$ cat config.mk
export PLATFORM = sky130hd
export DESIGN_NAME = pc_alu_datapath
export DESIGN_NICKNAME = d
export VERILOG_FILES = /design/src/rtl/pc_alu_datapath_pkg.sv /design/src/rtl/pc_alu_datapath_alu.sv /design/src/rtl/pc_alu_datapath_flopr.sv /design/src/rtl/pc_alu_datapath_mux2.sv /design/src/rtl/pc_alu_datapath.sv
export SDC_FILE = /design/constraint.sdc
export NUM_CORES = 1
export LEC_CHECK = 0
export BUFFER_PORTS_ARGS = -buffer_cell sky130_fd_sc_hd__buf_4
export CORE_UTILIZATION = 55
export DETAILED_ROUTE_END_ITERATION = 8
export GPL_TIMING_DRIVEN = 1
export PLACE_DENSITY_LB_ADDON = 0.12
export SETUP_SLACK_MARGIN = 0.4
export SLEW_MARGIN = 20
export SYNTH_ARGS = -nofsm -noshare
export SYNTH_HDL_FRONTEND = slang
export SYNTH_SLANG_ARGS = --single-unit
$ cat constraint.sdc
create_clock -name clk -period 6.51 [get_ports clk]
set_clock_uncertainty 0.05 [all_clocks]
set_input_delay 0.651 -clock clk [delete_from_list [all_inputs] [get_ports clk]]
set_output_delay 0.651 -clock clk [all_outputs]
set_load 0.01 [all_outputs]
$ cat src/rtl/pc_alu_datapath_pkg.sv
// Shared ALU operation codes and result-select encodings for the execute slice.
package pc_alu_datapath_pkg;

    localparam int unsigned ALU_CTRL_W = 3;
    localparam int unsigned ALU_SEL_W  = 2;

    // Full operation codes driven by the core's ALU decoder
    localparam logic [ALU_CTRL_W-1:0] ALU_AND  = 3'b000;
    localparam logic [ALU_CTRL_W-1:0] ALU_OR   = 3'b001;
    localparam logic [ALU_CTRL_W-1:0] ALU_ADD  = 3'b010;
    localparam logic [ALU_CTRL_W-1:0] ALU_ANDN = 3'b100;
    localparam logic [ALU_CTRL_W-1:0] ALU_ORN  = 3'b101;
    localparam logic [ALU_CTRL_W-1:0] ALU_SUB  = 3'b110;
    localparam logic [ALU_CTRL_W-1:0] ALU_SLT  = 3'b111;

    // Result select field (low two bits of the op code)
    localparam logic [ALU_SEL_W-1:0] SEL_AND = 2'b00;
    localparam logic [ALU_SEL_W-1:0] SEL_OR  = 2'b01;
    localparam logic [ALU_SEL_W-1:0] SEL_SUM = 2'b10;
    localparam logic [ALU_SEL_W-1:0] SEL_SLT = 2'b11;

endpackage

$ cat src/rtl/pc_alu_datapath_alu.sv
// Combinational ALU: AND/OR/ADD/SUB/SLT with optional operand-B inversion.
// Standalone so the branch comparator can reuse it directly.
module alu
    import pc_alu_datapath_pkg::*;
#(
    parameter int unsigned WIDTH = 32
) (
    input  logic [WIDTH-1:0]      a,
    input  logic [WIDTH-1:0]      b,
    input  logic [ALU_CTRL_W-1:0] f,
    output logic                  cout,
    output logic                  zero,
    output logic [WIDTH-1:0]      y
);

    localparam int unsigned SUM_W = WIDTH + 1;

    logic [WIDTH-1:0] bb;
    logic [SUM_W-1:0] sum;

    // Shared adder; f[2] turns it into a - b via invert-and-carry-in
    always_comb begin
        bb  = f[2] ? ~b : b;
        sum = SUM_W'(a) + SUM_W'(bb) + SUM_W'(f[2]);
    end

    // Result select, carry-out and zero flag; SLT takes the raw sign of the sum
    always_comb begin
        y = '0;
        unique case (f[ALU_SEL_W-1:0])
            SEL_AND: y = a & bb;
            SEL_OR:  y = a | bb;
            SEL_SUM: y = sum[WIDTH-1:0];
            SEL_SLT: y = WIDTH'(sum[WIDTH-1]);
            default: y = '0;
        endcase
        cout = sum[WIDTH];
        zero = (y == '0);
    end

endmodule

$ cat src/rtl/pc_alu_datapath_flopr.sv
// Enable-gated register with asynchronous active-low reset to a fixed value.
module flopr #(
    parameter int unsigned     WIDTH     = 32,
    parameter logic [WIDTH-1:0] RESET_VAL = '0
) (
    input  logic             clk,
    input  logic             reset,
    input  logic             en,
    input  logic [WIDTH-1:0] d,
    output logic [WIDTH-1:0] q
);

    // Load d on enabled edges; reset overrides the clock asynchronously
    always_ff @(posedge clk or negedge reset) begin
        if (!reset) begin
            q <= RESET_VAL;
        end else if (en) begin
            q <= d;
        end
    end

endmodule

$ cat src/rtl/pc_alu_datapath_mux2.sv
// Two-input WIDTH-bit multiplexer.
module mux2 #(
    parameter int unsigned WIDTH = 32
) (
    input  logic [WIDTH-1:0] d0,
    input  logic [WIDTH-1:0] d1,
    input  logic             s,
    output logic [WIDTH-1:0] y
);

    // Select d1 when s is high
    always_comb begin
        y = s ? d1 : d0;
    end

endmodule

$ cat src/rtl/pc_alu_datapath.sv
// Execute-stage slice: PC register, ALU operand-B mux and the ALU.
module pc_alu_datapath
    import pc_alu_datapath_pkg::*;
#(
    parameter int unsigned      WIDTH    = 32,
    parameter logic [WIDTH-1:0] RESET_PC = '0
) (
    input  logic                  clk,
    input  logic                  reset,
    input  logic                  pc_en,
    input  logic [WIDTH-1:0]      pc_next,
    output logic [WIDTH-1:0]      pc,
    input  logic [WIDTH-1:0]      src_a,
    input  logic [WIDTH-1:0]      reg_b,
    input  logic [WIDTH-1:0]      imm,
    input  logic                  alu_src,
    input  logic [ALU_CTRL_W-1:0] alu_ctrl,
    output logic [WIDTH-1:0]      result,
    output logic                  cout,
    output logic                  zero
);

    logic [WIDTH-1:0] src_b;

    // Program counter; held while stalled or halted
    flopr #(
        .WIDTH     (WIDTH),
        .RESET_VAL (RESET_PC)
    ) u_pc_reg (
        .clk   (clk),
        .reset (reset),
        .en    (pc_en),
        .d     (pc_next),
        .q     (pc)
    );

    // Operand B: register data or sign-extended immediate
    mux2 #(
        .WIDTH (WIDTH)
    ) u_src_b_mux (
        .d0 (reg_b),
        .d1 (imm),
        .s  (alu_src),
        .y  (src_b)
    );

    alu #(
        .WIDTH (WIDTH)
    ) u_alu (
        .a    (src_a),
        .b    (src_b),
        .f    (alu_ctrl),
        .cout (cout),
        .zero (zero),
        .y    (result)
    );

endmodule

==> reports/metrics.yaml <==
status: "completed"
ios: 201
drtIter0Drc: 309
fp.dieH_um: 99.68
ys_seq_elements: 32
place.gp.congestion: 0.9591
grt_max_degree: 55
wl_um: 17820
via_per_inst: 5.976
clk_latency_ns: 0.28
synth_cell_types: 65
synth_seq_area_share_pct: 15.26
startpoint_type: "input pin"
finalSetupViolations: 0
drv_cap: 0
busiest_layer: "met2"
yosysMostFrequentCell: "inv_1"
cts-resized-gates: 0
die_w_um: 99.68
tns_ns: 0
syn2layout_area_growth_pct: 31.02
crit_path_end_kind: "output port"
path_clk_slew_ns: 0.07
switching_share_pct: 43.02
slowest_stage: "a211oi_1"
power_per_cell_area_nw_per_um2: 171.9
cts_setup_buffers: 0
worstMarginPinSlew_ns: 0.8668
slew_violations: 0
rsz0062_at_grt: "no"
htree_levels: 2
crit_chain: "buf_4, mux2i_1, xnor2_1, inv_1, fa_1, nand2b_1, a211oi_1, o211ai_1, nand3b_1, xnor2_1, o22ai_1, or4_1, nor4_1, nand3_1, nor2_1, buf_4"
rows: 35
cts_buffers: 5
synthesis.instances: 669
synth_nets: 869
first_pass_iters: 5
die_area_um2: 9935
core_area_um2: 9240
fill_cells: 648
vias: 5797
syn_avg_cell_area_um2: 7.844
start_util_pct: 56.79
largest_register: "u_pc_reg.q"
p_comb_share_pct: 64.5
synth_area_um2: 5248
insertedDiodeCount: 0
leakagePower_nw: 3.430
use_met2_pct: 62.49
cts_sinks: 32
reg_top3: "u_pc_reg.q (32)"
critPathMaxStageDelay_ns: 0.54
multi_input_area_um2: 4004
holdWs_ns: 0.2295
drive_gt1_share_pct: 30.44
synthTopCellsByCount: "74 x inv_1, 64 x ha_1, 45 x nand2_1, 42 x a21oi_1, 42 x nor2_1"
required_ns: 5.81
synthDominantCellAreaShare_pct: 15.26
cts-root-buf: "clkbuf_8"
hold_class: "in2async"
period_share_pct: 87.38
grt_antenna_before_repair: 0
max_freq_ghz: 0.1758
crit_family: "simple AND/OR/NAND/NOR gates"
cts_max_path_buffers: 2
grt_util_all_layers_pct: 34.92
cts_tree: "built"
layout.area.seq_um2: 800.8
finalCriticalPeriod_ns: 5.689
crit_path_start: "alu_src"
dp_hpwl_um: 13910
first_global_vias: 5625
ant_nets: 0
use_met3_pct: 6.535
gr-usage-met1_pct: 41.96
synth_ff_type: "dfrtp_1"
io_buffers: 200
wire_per_inst_um: 18.38
grt_pass1_wl_um: 27440
reg2reg_from: "u_pc_reg.q[0]"
synth_edf_count: 0
crit_fanout: 32
largest_reg_flops: 32
nets: 1040
clkPwrFrac_pct: 15.9
ys_async_sr_fraction_pct: 100.0
critPathBufInv: 3
hold_violations: 0
drc: 0
max-slew-margin-rel_pct: 42.08
ctsHoldBuffers: 0
yosysTopAreaCell: "dfrtp_1"
synth.area.top_cells: "dfrtp_1 15%, ha_1 15%, mux2_2 7.1%"
internal_power_uw: 673.3
synth-warning-count: 0
grt_overflow: 0
seqPwrFrac_pct: 19.6
p_switching_uw: 508.4
ir_drop_mv: 0.1585
worstPathArrival_ns: 4.99
crit_type: "in2out"
==> path summary, 6_finish.rpt <==
path | slack, ns | cells after the start | endpoint
setup / recovery | 0.82 | 16 | zero
max in group asynchronous | 5.87 | 1 | u_pc_reg.q[17]
min in group clk | 0.47 | 1 | u_pc_reg.q[23]
hold reg to reg | 0.47 | 1 | u_pc_reg.q[23]
hold / removal | 0.23 | 1 | u_pc_reg.q[16]
setup reg to reg | 5.64 | 1 | u_pc_reg.q[0]
==> power by group through the flow <==
stage	clock network (mW)	registers, mW	logic (mW)
2_1_floorplan	0	0.242	0.468
3_3_place_gp	0	0.232	0.729
3_5_place_dp	0	0.235	0.745
4_1_cts	0.188	0.232	0.750
5_1_grt	0.198	0.234	0.822
6_report	0.187	0.232	0.762
==> cell families (layout without fill, tap and decap cells) <==
group | after synthesis | in the layout | share of synthesized area [%]
XOR/XNOR | 51 | 51 | 8.512
AND/OR/NAND/NOR | 153 | 153 | 14.00
multiplexers | 68 | 68 | 14.00
adder cells (fa/ha/maj) | 65 | 65 | 15.64
flip-flops | 32 | 32 | 15.26
buffers and inverters | 113 | 285 | 8.441
AO/OA/AOI/OAI | 187 | 187 | 24.15
==> stage by stage <==
step	utilization (%)	area (um^2)	setup slack (ns)	power, mW	std cells
6_report	74.41	6875	0.8214	1.182	970
2_1_floorplan	-	5248	1.518	0.7096	669
5_1_grt	74.41	6875	0.4280	1.255	970
3_5_place_dp	73.24	6768	0.9586	0.9792	962
3_3_place_gp	73.24	6768	1.009	0.9614	962
4_1_cts	74.41	6875	0.9481	1.170	970
==> cells in the final DEF, fill, tap and decap left out, drive strengths merged, types with 3 or more instances in the layout <==
| master | count |
|---|---|
| o22ai | 15 |
| a211o | 3 |
| o32ai | 3 |
| nand3 | 14 |
| nor4 | 3 |
| o31ai | 3 |
| a31oi | 7 |
| mux2i | 35 |
| nand2 | 45 |
| clkbuf | 6 |
| a2111oi | 4 |
| o21a | 9 |
| nand4 | 13 |
| a211oi | 22 |
| nor3 | 6 |
| ha | 64 |
| o211ai | 10 |
| and3 | 6 |
| a21o | 12 |
| nand2b | 4 |
| a21oi | 42 |
| mux2 | 33 |
| a31o | 3 |
| buf | 203 |
| or2 | 3 |
| xnor2 | 39 |
| inv | 74 |
| o21ai | 34 |
| nor2 | 42 |
| dfrtp | 32 |
| xor2 | 12 |
| or3 | 5 |
==> layer usage <==
metal	vias to the layer above	wire, um
met3	45	1385
met1	2723	7163
li1	2734	-
met5	-	0
met4	0	480
met2	295	8794
==> cell type report <==
type / count / area share, %
clock buffers: 6 / 1.056
well taps: 129 / 2.348
clock inverters: 2 / 0.5096
repair buffers: 203 / 22.17
flip-flops and latches: 32 / 11.65
inverters: 74 / 4.040
multi-input cells: 524 / 58.23
No activity file was read; power rests on OpenSTA's default activity.
